<file path="src/rtl/mem_arbiter.sv">
// -----------------------------------------------------------------------------
// mem_arbiter
//
// Shares the single-port synchronous MEMOIRE block between the 6502 CPU core
// (default bus owner) and a byte-wide loader/debug port. The loader gets a
// single-byte transaction when the CPU is idle, or after the CPU has kept the
// bus busy for STARVE_LIMIT cycles while a loader request was pending. While
// the loader owns the bus the CPU is stalled through CPU_RDY.
//
// Each loader transaction walks CPU_OWN -> LDR_ACCESS -> LDR_DONE -> CPU_OWN:
// the CPU always gets at least one cycle between loader transactions.
//
// Parameters:
//   ADDR_W        address width of CPU, loader and memory ports
//   DATA_W        data width
//   STARVE_LIMIT  CPU-busy cycles a pending loader request may wait
//                 (0 = preempt the CPU immediately)
//
// Ports:
//   CLK, RESET          clock, synchronous active-high reset
//   CPU_*               CPU core side; CPU_RDY = 0 stalls the core
//   LDR_*               loader side; REQ is a level, WE/ADDR/WDATA sampled at
//                       grant, ACK is a one-cycle completion pulse, RDATA holds
//                       the last loader read result
//   MEM_*               MEMOIRE side; MEM_RDATA valid the cycle after MEM_READ
//   GRANT_LDR           high while the loader owns the bus
//
// Optional feature (macro MEM_ARB_STATS_EN):
//   Adds LDR_XFER_COUNT, a saturating 16-bit count of completed loader
//   transactions, cleared by RESET. Arbitration timing is unaffected.
// -----------------------------------------------------------------------------
module mem_arbiter #(
    parameter int ADDR_W       = 16,
    parameter int DATA_W       = 8,
    parameter int STARVE_LIMIT = 4
) (
    input  logic              CLK,
    input  logic              RESET,
    // CPU core
    input  logic              CPU_READ,
    input  logic              CPU_WRITE,
    input  logic [ADDR_W-1:0] CPU_ADDR,
    input  logic [DATA_W-1:0] CPU_WDATA,
    output logic [DATA_W-1:0] CPU_RDATA,
    output logic              CPU_RDY,
    // Loader / debug port
    input  logic              LDR_REQ,
    input  logic              LDR_WE,
    input  logic [ADDR_W-1:0] LDR_ADDR,
    input  logic [DATA_W-1:0] LDR_WDATA,
    output logic              LDR_ACK,
    output logic [DATA_W-1:0] LDR_RDATA,
    // MEMOIRE
    output logic              MEM_READ,
    output logic              MEM_WRITE,
    output logic [ADDR_W-1:0] MEM_ADDR,
    output logic [DATA_W-1:0] MEM_WDATA,
    input  logic [DATA_W-1:0] MEM_RDATA,
    // Status
    output logic              GRANT_LDR
`ifdef MEM_ARB_STATS_EN
    ,
    output logic [15:0]       LDR_XFER_COUNT
`endif
);

    typedef enum logic [1:0] {
        CPU_OWN    = 2'd0,
        LDR_ACCESS = 2'd1,
        LDR_DONE   = 2'd2
    } state_t;

    // Counter must be able to hold STARVE_LIMIT itself; one bit minimum.
    localparam int               CNT_W   = (STARVE_LIMIT > 0) ? $clog2(STARVE_LIMIT + 1) : 1;
    localparam logic [CNT_W-1:0] CNT_MAX = CNT_W'(STARVE_LIMIT);

    state_t            state;
    logic [CNT_W-1:0]  starve_cnt;
    logic              ldr_we_q;
    logic [ADDR_W-1:0] ldr_addr_q;
    logic [DATA_W-1:0] ldr_wdata_q;

    logic cpu_busy;
    logic grant;

    assign cpu_busy = CPU_READ | CPU_WRITE;

    // The CPU access in the grant cycle still goes through; the loader takes
    // over from the following cycle.
    assign grant = (state == CPU_OWN) && LDR_REQ &&
                   (!cpu_busy || (starve_cnt == CNT_MAX));

    // -------------------------------------------------------------------------
    // Arbitration FSM, starvation counter and loader-side registers
    // -------------------------------------------------------------------------
    // NOTE: all state here uses non-blocking assignments so every register
    // samples the pre-edge values, independent of statement order.
    always_ff @(posedge CLK) begin
        if (RESET) begin
            state       <= CPU_OWN;
            starve_cnt  <= '0;
            ldr_we_q    <= 1'b0;
            ldr_addr_q  <= '0;
            ldr_wdata_q <= '0;
            LDR_ACK     <= 1'b0;
            LDR_RDATA   <= '0;
        end else begin
            LDR_ACK <= 1'b0;
            case (state)
                CPU_OWN: begin
                    if (grant) begin
                        ldr_we_q    <= LDR_WE;
                        ldr_addr_q  <= LDR_ADDR;
                        ldr_wdata_q <= LDR_WDATA;
                        starve_cnt  <= '0;
                        state       <= LDR_ACCESS;
                    end else if (!LDR_REQ) begin
                        starve_cnt <= '0;
                    end else if (cpu_busy && (starve_cnt < CNT_MAX)) begin
                        starve_cnt <= starve_cnt + 1'b1;
                    end
                end
                LDR_ACCESS: begin
                    state <= LDR_DONE;
                end
                LDR_DONE: begin
                    // Read data from the LDR_ACCESS cycle is on MEM_RDATA now;
                    // capturing here makes it visible together with LDR_ACK.
                    if (!ldr_we_q) begin
                        LDR_RDATA <= MEM_RDATA;
                    end
                    LDR_ACK <= 1'b1;
                    state   <= CPU_OWN;
                end
                default: begin
                    state <= CPU_OWN;
                end
            endcase
        end
    end

    // -------------------------------------------------------------------------
    // Memory-side multiplexing
    // -------------------------------------------------------------------------
    // NOTE: every output gets a default before the case so no path through
    // this block leaves a value unassigned (which would infer a latch).
    always_comb begin
        MEM_READ  = 1'b0;
        MEM_WRITE = 1'b0;
        MEM_ADDR  = CPU_ADDR;
        MEM_WDATA = CPU_WDATA;
        CPU_RDY   = 1'b0;
        case (state)
            CPU_OWN: begin
                MEM_READ  = CPU_READ;
                MEM_WRITE = CPU_WRITE;
                CPU_RDY   = 1'b1;
            end
            LDR_ACCESS: begin
                MEM_ADDR  = ldr_addr_q;
                MEM_WDATA = ldr_wdata_q;
                MEM_WRITE = ldr_we_q;
                MEM_READ  = !ldr_we_q;
            end
            LDR_DONE: begin
                MEM_ADDR  = ldr_addr_q;
                MEM_WDATA = ldr_wdata_q;
            end
            default: begin
            end
        endcase
        // A reset landing mid-transaction must not let a write reach memory.
        if (RESET) begin
            MEM_READ  = 1'b0;
            MEM_WRITE = 1'b0;
            CPU_RDY   = 1'b0;
        end
    end

    assign CPU_RDATA = MEM_RDATA;
    assign GRANT_LDR = (state == LDR_ACCESS) || (state == LDR_DONE);

`ifdef MEM_ARB_STATS_EN
    // Counts on the edge that raises LDR_ACK, so it moves with the pulse.
    always_ff @(posedge CLK) begin
        if (RESET) begin
            LDR_XFER_COUNT <= '0;
        end else if ((state == LDR_DONE) && (LDR_XFER_COUNT != 16'hFFFF)) begin
            LDR_XFER_COUNT <= LDR_XFER_COUNT + 16'd1;
        end
    end
`endif

endmodule

</file>
<file path="config.mk">
export PLATFORM = sky130hd
export DESIGN_NAME = mem_arbiter
export DESIGN_NICKNAME = d
export VERILOG_FILES = /design/src/rtl/mem_arbiter.sv
export SDC_FILE = /design/constraint.sdc
export NUM_CORES = 1
export LEC_CHECK = 0
export CAP_MARGIN = 20
export CELL_PAD_IN_SITES_DETAIL_PLACEMENT = 1
export CELL_PAD_IN_SITES_GLOBAL_PLACEMENT = 2
export CORE_ASPECT_RATIO = 0.5
export CORE_MARGIN = 5
export CORE_UTILIZATION = 23
export DETAILED_ROUTE_END_ITERATION = 8
export PLACE_DENSITY = 0.75
export SYNTH_ARGS = -nofsm -noshare
export SYNTH_HDL_FRONTEND = slang
export SYNTH_SLANG_ARGS = --single-unit
</file>
<file path="constraint.sdc">
create_clock -name CLK -period 2 [get_ports CLK]
set_input_delay 0.4 -clock CLK [delete_from_list [all_inputs] [get_ports CLK]]
set_output_delay 0.4 -clock CLK [all_outputs]
set_load 0.01 [all_outputs]
</file>
# Word-level counts from Yosys, hierarchy flattened
# Cells that the tools add are included.
# op_classes
n_addsub,1
reduce_logical,12
n_bitwise,2
eq_ne,5
mux,14
magnitude_cmp,1
# op_table
operator,n
2-to-1 mux 16 bit,1
2-to-1 mux 3 bit,3
2-to-1 mux 8 bit,1
AND reduction 2 bit,3
2-to-1 mux 1 bit,5
case mux 1 bit (2 select lines),2
case mux 2 bit (2 select lines),1
"adder 3 x 1 -> 3 bit, second input constant",1
"== test 3 bit, second input constant",1
logical AND 1 bit,3
"less-than comparator 3 bit, second input constant",1
"!= test 3 x 1 -> 1 bit, second input constant",1
"== test 2 x 1 -> 1 bit, second input constant",1
"== test 2 bit, second input constant",1
zero test 1 bit,2
zero test 2 bit,1
logical OR 1 bit,2
2-to-1 mux 2 bit,1
"!= test 2 bit, second input constant",1
OR reduction 2 bit,1
NOT 1 bit,1
bitwise OR 1 bit,1
# totals
ff_bits,39
inputBits,62

# Depth between registers and ports, before layout
# Gate-level depths: netlist (run 1).
# depth
word_depth,6
mapped_depth,6
ltp_nobuf,5

# Worst setup path before layout (run 1)
# Ideal clock, no wire load.
# synth_timing
path_type,reg-to-output
startpoint,reg state[0]
endpoint,out MEM_ADDR[0]
arrival_time_ns,1.537
path_stages_with_launch,6
slack_ns,0.063
cell_sequence,dfxtp_1 > inv_1 > ha_1 > buf_2 > buf_2 > mux2_2
# synth_via
elab_chain_cells,3
# synth_rtl
item,line_no,source
from (decl),77,state_t state;
from (signal assigned),100,state <= CPU_OWN;
from (signal assigned),116,state <= LDR_ACCESS;
from (signal assigned),124,state <= LDR_DONE;
== test 2 x 1 -> 1 bit or == test 2 bit (tied branches),153,case (state)
OR reduction 2 bit (no source line) (*),-,
2-to-1 mux 16 bit (*),153,
to (decl),56,"output logic [ADDR_W-1:0] MEM_ADDR,"
# Mark *: on every way between the ends. The rest lies on a longest branch, timed or not.

# Final worst setup path (run 1)
# layout_timing
startpoint,reg state[1]
endpoint,out MEM_ADDR[7]
# The elaborated chain is that of the path after synthesis.

==> metrics.log, run 1 <==
INFO  metric dieArea = between 10000 and 15000 um^2
INFO  metric gpl_congestion = between 0.6 and 0.7
INFO  metric maxSlewViolCount = 0
INFO  metric leak_pwr = about 0.0015 uW
INFO  metric start_util = 0.236
INFO  metric insertedDiodeCount = 0
INFO  metric setup_total_negative_slack = -1.28 ps
INFO  metric pin_count_of_the_biggest_net_entering_global_routing = 36
INFO  metric postRouteAntennaNets = 0
INFO  metric grt_setup_unrepaired = true
INFO  metric critical_path.endpoint_type = output port
INFO  metric sequential_share_of_the_synthesized_area = 0.350
INFO  metric postSynthAreaPerCell = approximately 10 um^2
INFO  metric cts.path.max_buffers = 2
INFO  metric power.density = around 1100 nW/um^2
INFO  metric p_seq_frac = 0.225
INFO  metric drc = 0
INFO  metric detailroute.via_count = ~2000
INFO  metric drt-pass1-iter-count = 4
INFO  metric postRouteWirelength = ~6700 um
INFO  metric clkSinkCount = 39
INFO  metric final_nets = about 400
INFO  metric grt.overflow.total = 0
INFO  metric timing.reg2reg.worst_path_depth = 6
INFO  metric first_global_vias = roughly 2200
INFO  metric clock_power_share = 0.228
INFO  metric synthDominantCellAreaShare = 0.350
INFO  metric finalCriticalPeriod = approximately 2000 ps
INFO  metric whs_endpoint = ldr_wdata_q[1]
INFO  metric timing_worst_setup_path_type = flop to output port
INFO  metric post_synth_edffs = 0
INFO  metric max_slew_margin = 0.630
INFO  metric core.rowCount = 25
INFO  metric htree_levels = 2
INFO  metric ys_seq_elements = 39
INFO  metric die_w = 149 um
INFO  metric place_inst = roughly 460
INFO  metric global_route.usage.total = 0.111
INFO  metric power_switching_share = 0.306
INFO  metric wl_per_cell = approximately 14 um
INFO  metric worst_setup_path_start_kind = flop
INFO  metric cts_root_buffer = clkbuf_16
INFO  metric p_int = 2840 uW
INFO  metric core-area = about 9400 um^2
INFO  metric drt_iter0_markers = around 50
INFO  metric synth.yosys.warnings = 0
INFO  metric final_cell_count_without_fillers = ~470
INFO  metric floorplan.die.height = 79.6 um
INFO  metric final.setup.worst_slack = -1.28 ps
INFO  metric postSynth.asyncResetShare = 0
INFO  metric final-hold-violation-count = 0
INFO  metric critical_path_peak_fanout = 6
INFO  metric clkLatencyLatePin = around 280 ps
INFO  metric yosys.cell_types.count = 27
INFO  metric max_cap_violations = 0
INFO  metric synth_area_leader_cell = dfxtp_1
INFO  metric power.switching = around 1200 uW
INFO  metric outcome = finished, violations left
INFO  metric routed_via_density = roughly 4.2
INFO  metric grt_first_pass_wirelength = approximately 11000 um
INFO  metric post_route_cells_drive_above_1_share = 0.260
INFO  metric reg2reg_to = LDR_RDATA[2]
INFO  metric synth_top_flop_cell = dfxtp_1
INFO  metric worst_ep_required_time = ~1600 ps
INFO  metric timing_worst_slew_pin_value = roughly 550 ps
INFO  metric netlist_top_cells_area = dfxtp_1 (35%), mux2i_1 (15%), nand2b_1 (15%)
INFO  metric number_of_antenna_violations_at_the_first_check_in_global_routing = 0
INFO  metric number_of_buffers_created_by_cts = 5
INFO  metric clk_transition_reported_paths = ~60 ps
INFO  metric io_buffer_count = around 110
INFO  metric areaGrowthSynthToFinish = 70.0%
INFO  metric gate_count_post_synth = 222
INFO  metric final_period_utilization = 1.00
INFO  metric worst_clock_skew = roughly 4.1 ps
INFO  metric kind_of_path_behind_the_tightest_hold_check = flop to flop
INFO  metric cts_tree = built
INFO  metric p_comb_frac = 0.547
INFO  metric fmax = 500 MHz
INFO  metric r2r-start = state[0]
INFO  metric syn_area = around 2200 um^2
INFO  metric peakVddDrop = 370 uV
INFO  metric cts_hold_buf = 0
INFO  metric crit_arrival = 1600 ps
INFO  metric hold_depth = 2
INFO  metric slack_of_the_worst_reg_to_reg_path = around 410 ps
INFO  metric hpwlAfterDp = 5140 um
INFO  metric finalSetupViolCount = 1
INFO  metric synthesis.nets = between 200 and 300
INFO  metric violated_checks = negative setup slack
INFO  metric hold_start = ldr_wdata_q[1]
INFO  metric count_of_boundary_i_o_pins = between 100 and 150
-- power groups by stage --
| stage | sequential (uW) | clock [uW] | combinational (uW) |
|---|---|---|---|
| 2_1_floorplan | 936 | 0 | 950 |
| 3_3_place_gp | 927 | 0 | 1770 |
| 3_5_place_dp | 931 | 0 | 1820 |
| 4_1_cts | 921 | 976 | 2270 |
| 5_1_grt | 931 | 1020 | 2380 |
| 6_report | 921 | 931 | 2230 |
-- how the worst max path moves through the flow --
stage,start,end,cells past startpoint
after floorplan,state[0],MEM_ADDR[0],5
after global placement,CPU_READ,MEM_READ,4
after detailed placement,CPU_READ,MEM_READ,4
after CTS,state[1],MEM_ADDR[3],6
after global routing,state[0],MEM_ADDR[8],5
final,state[1],MEM_ADDR[7],5
-- kinds of logic (layout without fill, tap and decap cells) --
| logic type | count (synthesis) | count (layout) | share of synthesized area |
|---|---|---|---|
| AOI/OAI and AO/OA | 12 | 12 | 0.0483 |
| DFF | 39 | 39 | 0.350 |
| and+or+nand+nor | 80 | 80 | 0.216 |
| muxes | 57 | 57 | 0.269 |
| buffers and inverters | 27 | 136 | 0.0769 |
| adders and majority gates | 7 | 7 | 0.0393 |
-- stage by stage --
stage | setup WS [ps] | instance area, um^2 | hold slack, ps | utilization | total power, uW
floorplan | 63.0 | 2230 | 445 | - | 1890
detailed placement | -161 | 3440 | 469 | 0.364 | 2750
global route | -51.0 | 3790 | 510 | 0.401 | 4330
CTS | -54.6 | 3770 | 482 | 0.400 | 4170
global placement | -130 | 3440 | 459 | 0.364 | 2700
finish | -1.28 | 3790 | 478 | 0.401 | 4090
-- metal layers --
metal	global-route usage	vias to the layer above	wire length, um
met5	0	-	0
met4	0.0311	0	60
met3	0.0340	4	348
met2	0.207	45	3570
met1	0.124	954	2700
li1	-	959	-
-- timing repair --
action / CTS / global route
pin swaps: 1 / 1
gates cloned: 2 / 0
resized for setup: 151 / 10
setup endpoints to repair: 28 / 28
buffers inserted: 1 / 0
-- synthesized netlist by cell type, drive strengths merged (2+ instances only) --
| cell type | number |
|---|---|
| mux2 | 24 |
| nor4b | 2 |
| a31oi | 2 |
| mux2i | 33 |
| nor2 | 13 |
| ha | 7 |
| dfxtp | 39 |
| nand4b | 2 |
| inv | 5 |
| nand2b | 52 |
| o311ai | 2 |
| nand2 | 6 |
| buf | 16 |
| nor3b | 2 |
| clkbuf | 6 |
| nor2b | 3 |
-- layout make-up --
type / count / area, um^2
multi-input combinational: 156 / 1380
tap: 135 / 169
sequential: 39 / 783
inverter: 5 / 18.8
fill: 1059 / 5660
clock buffer: 6 / 139
clock inverter: 2 / 35.0
timing repair buffer: 123 / 1270
-- registers in the layout, indices dropped and copies added, names as in the netlist --
name	count
ldr_addr_q	16
LDR_ACK	1
ldr_wdata_q	8
LDR_RDATA	8
ldr_we_q	1
state	2
starve_cnt	3
-- worst max-delay path, stage by stage (launching register included) --
cell     delay, ps
dfxtp_2        340
inv_2           50
ha_4           320
buf_8          130
mux2_2         350
buf_6          120
-- cell usage in the layout, fill, tap and decap left out, types with 2 or more instances in the layout --
| master | count |
|---|---|
| inv_2 | 2 |
| a31oi_1 | 2 |
| o311ai_0 | 2 |
| buf_12 | 3 |
| nor2_1 | 12 |
| nand4b_1 | 2 |
| buf_4 | 11 |
| buf_6 | 24 |
| clkdlybuf4s50_1 | 77 |
| ha_1 | 5 |
| buf_8 | 3 |
| mux2i_1 | 33 |
| mux2_2 | 5 |
| nor2b_2 | 2 |
| mux2_4 | 19 |
| nor4b_1 | 2 |
| nand2_1 | 6 |
| dfxtp_1 | 37 |
| clkbuf_16 | 5 |
| dfxtp_2 | 2 |
| nor3b_1 | 2 |
| dlygate4sd2_1 | 4 |
| nand2b_1 | 52 |
| inv_1 | 3 |
No activity file was read; power rests on OpenSTA's default activity.
==> inputs of run 2 (changes only) <==
--- a/config.mk
+++ b/config.mk
@@ -11,8 +11,9 @@
 export CORE_ASPECT_RATIO = 0.5
 export CORE_MARGIN = 5
 export CORE_UTILIZATION = 23
+export CTS_CLUSTER_DIAMETER = 200
 export DETAILED_ROUTE_END_ITERATION = 8
-export PLACE_DENSITY = 0.75
+export PLACE_DENSITY = 0.87
 export SYNTH_ARGS = -nofsm -noshare
 export SYNTH_HDL_FRONTEND = slang
 export SYNTH_SLANG_ARGS = --single-unit
==> run 2 against run 1 <==
Against the previous run: power rose by 4.1%; largest power group unchanged; critical endpoint is now MEM_ADDR[12]; sequential power up 0.5%; clock-buffer cell count unchanged; routed wire length rose by 19%; global-route usage is 2.4 points higher; the run now ends clean; clock power is 2.4% higher; highest routed layer unchanged.
==> metrics.log, run 2 (synthesis gave the netlist of run 1 again) <==
INFO  metric leak_pwr = 0.00151 uW (+2.1%)
INFO  metric postRouteAntennaNets = 0 (unchanged)
INFO  metric timing_worst_slew_pin_value = 409 ps (-144 ps)
INFO  metric wl_per_cell = 16.9 um (+18%)
INFO  metric routed_via_density = 4.16 (-1.2%)
INFO  metric layout_common_cells = clkdlybuf4s50_1 (77), nand2b_1 (52), dfxtp_1 (37)
INFO  metric gpl_congestion = 0.714 (+6.5%)
INFO  metric number_of_antenna_violations_at_the_first_check_in_global_routing = 0 (unchanged)
INFO  metric drt_iter0_markers = 57 (+16%)
INFO  metric post-place-ws = -160 ps (+1.68 ps)
INFO  metric global_route.usage.total = 0.135 (+0.0239)
INFO  metric clkLatencyLatePin = 290 ps (about the same)
INFO  metric peakVddDrop = 407 uV (+9.8%)
INFO  metric grt_first_pass_wirelength = 12400 um (+17%)
INFO  metric final_nets = 402 (+0.75%)
INFO  metric drc = 0 (unchanged)
INFO  metric outcome = finished clean
INFO  metric timing_worst_setup_path_type = flop to output port
INFO  metric reg2reg_to = LDR_RDATA[4]
INFO  metric cts_root_buffer = clkbuf_16
INFO  metric die_w = 149 um (unchanged)
INFO  metric core.rowCount = 25 (unchanged)
INFO  metric number_of_buffers_created_by_cts = 5 (unchanged)
INFO  metric pin_count_of_the_biggest_net_entering_global_routing = 49 (+36%)
INFO  metric power.density = 1110 nW/um^2 (+3.3%)
INFO  metric detailroute.via_count = 1951 (-0.56%)
INFO  metric place_area = 3420 um^2 (-0.44%)
INFO  metric critical_path.endpoint_type = output port
INFO  metric final-hold-violation-count = 0 (unchanged)
INFO  metric floorplan.die.height = 79.6 um (unchanged)
INFO  metric cts.path.max_buffers = 2 (unchanged)
INFO  metric maxSlewViolCount = 0 (unchanged)
INFO  metric max_slew_margin = 0.723 (+0.0937)
INFO  metric crit_path_max_incr_delay = 330 ps (-20 ps)
INFO  metric grt_setup_unrepaired = true
INFO  metric grt.overflow.total = 0 (unchanged)
INFO  metric layout.cell_area.non_filler = 3820 um^2 (+0.76%)
INFO  metric final.setup.worst_slack = 2.21 ps (+3.50 ps)
INFO  metric dieArea = 11900 um^2 (unchanged)
INFO  metric max_cap_violations = 0 (unchanged)
INFO  metric r2r-start = state[0]
INFO  metric io_buffer_count = 106 (unchanged)
INFO  metric critical-path-slowest-cell = dfxtp_2
INFO  metric fmax = 501 MHz (+0.17%)
INFO  metric timing.reg2reg.worst_path_depth = 9 (+3)
INFO  metric finalCriticalPeriod = 2000 ps (-3.50 ps)
INFO  metric drt-pass1-iter-count = 3 (-1)
INFO  metric areaGrowthSynthToFinish = 71.3%
INFO  metric postRouteWirelength = 7920 um (+19%)
INFO  metric slack_of_the_worst_reg_to_reg_path = 390 ps (-20 ps)
INFO  metric critical_path.cell_chain = inv_2, ha_4, buf_8, mux2_4, buf_6
INFO  metric kind_of_path_behind_the_tightest_hold_check = flop to flop
INFO  metric post_route_cells_drive_above_1_share = 0.254 (-0.00533)
INFO  metric flip_flop_count_of_the_largest_register_after_layout = 16 (unchanged)
INFO  metric hpwlAfterDp = 5630 um (+9.6%)
INFO  metric insertedDiodeCount = 0 (unchanged)
INFO  metric count_of_boundary_i_o_pins = 107 (unchanged)
INFO  metric largest_registers = ldr_addr_q x16, LDR_RDATA x8, ldr_wdata_q x8
INFO  metric total_power = 4260 uW (+4.1%)
INFO  metric regMostFlops = ldr_addr_q
INFO  metric clk_transition_reported_paths = 60 ps (about the same)
INFO  metric first_global_vias = 2206 (+1.4%)
INFO  metric start_util = 0.236 (unchanged)
INFO  metric core-area = 9450 um^2 (unchanged)
INFO  metric htree_levels = 2 (unchanged)
INFO  metric hold_depth = 2 (unchanged)
INFO  metric clkSinkCount = 39 (unchanged)
INFO  metric leading_cell_type_in_the_layout_fill_and_taps_excluded = clkdlybuf4s50_1
INFO  metric whs_endpoint = ldr_wdata_q[0]
INFO  metric crit_arrival = 1600 ps (about the same)
INFO  metric worst_setup_path_start_kind = flop
INFO  metric hold_start = ldr_wdata_q[0]
INFO  metric worst_clock_skew = 10.9 ps (+6.83 ps)
INFO  metric finalSetupViolCount = 0 (-1)
INFO  metric critical_path_peak_fanout = 6 (unchanged)
INFO  metric worst_ep_required_time = 1600 ps (about the same)
INFO  metric final_period_utilization = 0.999 (-0.00175)
INFO  metric cts_tree = built
INFO  metric filler_cell_count = 1069 (+0.94%)
run 2: cell count changes in the layout (fill, tap and decap cells not counted), moves of 2 or more:
cell / previous run / this run
buf_8: 3 / 1
mux2_2: 5 / 0
mux2_4: 19 / 24
buf_4: 11 / 15
nor2b_2: 2 / 0
nor2b_1: 1 / 3
run 2: what timing repair did:
item                       CTS  global route
setup endpoints to repair   28            25
hold buffers                 0             0
resized for setup          158             5
pin swaps                    1             1
cloned                       3             0
buffers inserted             6             2
run 2: report_power, final:
part           total, uW  internal, uW  switching [uW]
clock                953           621             333
sequential           926           866            59.9
combinational       2380          1420             954
total               4260          2910            1350
run 2: how the worst max path moves through the flow:
stage	startpoint	endpoint	slack, ps	cells past startpoint
global route	state[0]	MEM_ADDR[10]	-50	5
CTS	state[0]	MEM_WDATA[0]	-70	6
global placement	state[1]	MEM_WDATA[1]	-100	5
floorplan	state[0]	MEM_ADDR[0]	60	5
finish	state[0]	MEM_ADDR[12]	2	5
detailed placement	state[0]	MEM_ADDR[2]	-160	5
run 2: final cells by class:
class                           instances  area (um^2)  share of cell area
Clock buffer                            6          139              0.0364
Clock inverter                          2         35.0             0.00917
Inverter                                5         18.8             0.00491
Multi-Input combinational cell        156         1390               0.363
Sequential cell                        39          783               0.205
Tap cell                              135          169              0.0442
Timing Repair Buffer                  126         1290               0.338
run 2: layer usage:
metal  up-vias  routed length, um  GRT usage
met5         -                  0          0
met4         0                182     0.0557
met3        14                223     0.0295
met2        33               4370      0.257
met1       942               3150      0.146
li1        962                  -          -
run 2: through the flow:
| step | instances | hold slack (ps) | setup TNS, ps | utilization |
|---|---|---|---|---|
| finish | 469 | 485 | 0 | 0.404 |
| global route | 469 | 508 | -931 | 0.404 |
| CTS | 471 | 492 | -1500 | 0.412 |
| detailed placement | 454 | 479 | -3580 | 0.363 |
| global placement | 454 | 459 | -2110 | 0.363 |
| floorplan | 222 | 445 | 0 | - |
run 2: worst max-delay path: cells and delay by family, from the launching register on:
kind | cells | cell delay (ps)
flip-flops | 1 | 330
buffers and inverters | 3 | 330
adder cells (fa/ha/maj) | 1 | 330
multiplexers | 1 | 310
==> inputs of run 3 (changes only) <==
--- a/config.mk
+++ b/config.mk
@@ -10,10 +10,12 @@
 export CELL_PAD_IN_SITES_GLOBAL_PLACEMENT = 2
 export CORE_ASPECT_RATIO = 0.5
 export CORE_MARGIN = 5
-export CORE_UTILIZATION = 23
+export CORE_UTILIZATION = 24
+export CTS_BUF_LIST = sky130_fd_sc_hd__clkbuf_8
 export CTS_CLUSTER_DIAMETER = 200
 export DETAILED_ROUTE_END_ITERATION = 8
-export PLACE_DENSITY = 0.87
+export PLACE_DENSITY = 0.9
+export RECOVER_POWER = 25
 export SYNTH_ARGS = -nofsm -noshare
 export SYNTH_HDL_FRONTEND = slang
 export SYNTH_SLANG_ARGS = --single-unit
==> run 3 against run 2 <==
Against the previous run: the run now ends with negative setup slack left; die area fell by 3.8%; hold slack worse by 3.1 ps; cell count decreased by 3.0%; sequential share of layout area grew 0.61 points.
==> metrics.log, run 3 (synthesis gave the netlist of run 1 again) <==
INFO  metric clkSinkCount = 39 (unchanged)
INFO  metric final_nets = 406 (+1.0%)
INFO  metric drc = 0 (unchanged)
INFO  metric critical_path_peak_fanout = 4 (-2)
INFO  metric post_route_cells_drive_above_1_share = 0.263 (+0.00882)
INFO  metric power_switching_share = 0.339 (+0.0225)
INFO  metric slack_of_the_worst_reg_to_reg_path = 350 ps (-40 ps)
INFO  metric fmax = 469 MHz (-6.3%)
INFO  metric final_cell_count_without_fillers = 455 (-3.0%)
INFO  metric leak_pwr = 0.00148 uW (-2.5%)
INFO  metric power.density = 1050 nW/um^2 (-5.7%)
INFO  metric maxSlewViolCount = 0 (unchanged)
INFO  metric outcome = finished, violations left
INFO  metric critical_path.endpoint_type = output port
INFO  metric final_period_utilization = 1.07 (+0.0672)
INFO  metric core-area = 8890 um^2 (-5.9%)
INFO  metric htree_levels = 2 (unchanged)
INFO  metric power.switching = 1320 uW (-1.9%)
INFO  metric insertedDiodeCount = 0 (unchanged)
INFO  metric routed_via_density = 4.43 (+6.4%)
INFO  metric clkLatencyLatePin = 300 ps (about the same)
INFO  metric peakVddDrop = 430 uV (+5.7%)
INFO  metric p_int = 2570 uW (-11%)
INFO  metric count_of_boundary_i_o_pins = 107 (unchanged)
INFO  metric floorplan.die.height = 78.2 um (-1.8%)
INFO  metric hpwlAfterDp = 5420 um (-3.7%)
INFO  metric kind_of_path_behind_the_tightest_hold_check = flop to flop
INFO  metric cts.path.max_buffers = 2 (unchanged)
INFO  metric layout_common_cells = clkdlybuf4s50_1 (77), nand2b_1 (52), dfxtp_1 (37)
INFO  metric core.rowCount = 24 (-4.0%)
INFO  metric die_w = 146 um (-2.0%)
INFO  metric drt_iter0_markers = 49 (-14%)
INFO  metric areaGrowthSynthToFinish = 66.4%
INFO  metric max_cap_violations = 0 (unchanged)
INFO  metric start_util = 0.251 (+0.0148)
INFO  metric timing_worst_setup_path_type = flop to output port
INFO  metric dieArea = 11400 um^2 (-3.8%)
INFO  metric cts_tree = built
INFO  metric postRouteWirelength = 7490 um (-5.5%)
INFO  metric max_slew_margin = 0.671 (-0.0529)
INFO  metric postRouteAntennaNets = 0 (unchanged)
INFO  metric p_comb_frac = 0.624 (+0.066)
INFO  metric worst_clock_skew = 8.01 ps (-2.89 ps)
INFO  metric number_of_buffers_created_by_cts = 5 (unchanged)
INFO  metric flip_flop_count_of_the_largest_register_after_layout = 16 (unchanged)
INFO  metric number_of_antenna_violations_at_the_first_check_in_global_routing = 0 (unchanged)
INFO  metric worst_ep_required_time = 1600 ps (about the same)
INFO  metric clock_power_share = 0.140 (-0.084)
INFO  metric finalSetupViolCount = 23 (+23)
INFO  metric grt_first_pass_wirelength = 11900 um (-3.7%)
INFO  metric drt-pass1-iter-count = 4 (+1)
INFO  metric largest_registers = ldr_addr_q x16, LDR_RDATA x8, ldr_wdata_q x8
INFO  metric regMostFlops = ldr_addr_q
INFO  metric post-place-ws = -174 ps (-14.5 ps)
INFO  metric final.setup.worst_slack = -132 ps (-134 ps)
INFO  metric violated_checks = negative setup slack
INFO  metric grt.overflow.total = 0 (unchanged)
INFO  metric final-hold-violation-count = 0 (unchanged)
INFO  metric crit_arrival = 1730 ps (+130 ps)
INFO  metric leading_cell_type_in_the_layout_fill_and_taps_excluded = clkdlybuf4s50_1
INFO  metric place_inst = 437 (-3.7%)
INFO  metric wl_per_cell = 16.5 um (-2.6%)
INFO  metric worst_setup_path_start_kind = flop
INFO  metric gpl_congestion = 0.737 (+3.2%)
INFO  metric grt_setup_unrepaired = true
INFO  metric pin_count_of_the_biggest_net_entering_global_routing = 39 (-20%)
INFO  metric finalCriticalPeriod = 2130 ps (+134 ps)
INFO  metric p_seq_frac = 0.236 (+0.018)
INFO  metric cts_hold_buf = 0 (unchanged)
INFO  metric io_buffer_count = 106 (unchanged)
INFO  metric first_global_vias = 2322 (+5.3%)
INFO  metric clk_transition_reported_paths = 80 ps (+20 ps)
INFO  metric timing_worst_slew_pin_value = 488 ps (+78.9 ps)
INFO  metric global_route.usage.total = 0.129 (-0.00585)
INFO  metric detailroute.via_count = 2014 (+3.2%)
INFO  metric cts_root_buffer = clkbuf_8
run 3: cell count changes in the layout (fill, tap and decap cells not counted), sizes merged:
cell    change
bufinv      -1
clkbuf      -1
clkinv      +2
buf         +4
run 3: timing repair:
item,CTS,global route
setup endpoints to repair,28,25
cloned,3,0
pin swaps,1,2
resized for setup,149,8
setup buffers,6,4
run 3: layer usage:
metal  global-route usage  wire length (um)
met1                0.127              2820
met2                0.262              4160
met3               0.0386               390
met4               0.0422               123
met5                    0                 0
run 3: path summary, 6_finish.rpt:
kind                 start            end  cells after the start
max               state[0]   MEM_ADDR[13]                      7
min          ldr_addr_q[8]  ldr_addr_q[8]                      2
max reg2reg       state[0]       state[0]                      8
min reg2reg  ldr_addr_q[8]  ldr_addr_q[8]                      2
run 3: power by group through the flow:
stage               registers (uW)  logic (uW)  clock network [uW]
CTS                            922        2560                 574
detailed placement             930        1860                   0
global route                   931        2590                 603
floorplan                      936         950                   0
finish                         921        2430                 545
global placement               926        1780                   0
run 3: worst max-delay path, stage by stage (launching register included):
cell     delay (ps)
dfxtp_2         340
inv_2            50
ha_4            260
buf_12          130
buf_8           110
buf_12          110
mux2_4          290
buf_6           120
run 3: area by class of cell:
cell class                      instances  area [um^2]
Multi-Input combinational cell        156         1360
Clock buffer                            5         68.8
Tap cell                              117          146
Clock inverter                          3         15.0
Timing Repair Buffer                  130         1310
Fill cell                             985         5180
Sequential cell                        39          783
Inverter                                5         18.8
run 3: stage by stage:
step | setup TNS (ps) | power [uW] | cell area (um^2) | util | hold WS [ps]
3_3_place_gp | -2130 | 2710 | 3410 | 0.384 | 457
3_5_place_dp | -3500 | 2790 | 3410 | 0.384 | 470
4_1_cts | -2260 | 4060 | 3730 | 0.420 | 484
5_1_grt | -2860 | 4120 | 3710 | 0.417 | 510
2_1_floorplan | 0 | 1890 | 2230 | - | 445
6_report | -1560 | 3900 | 3710 | 0.417 | 482
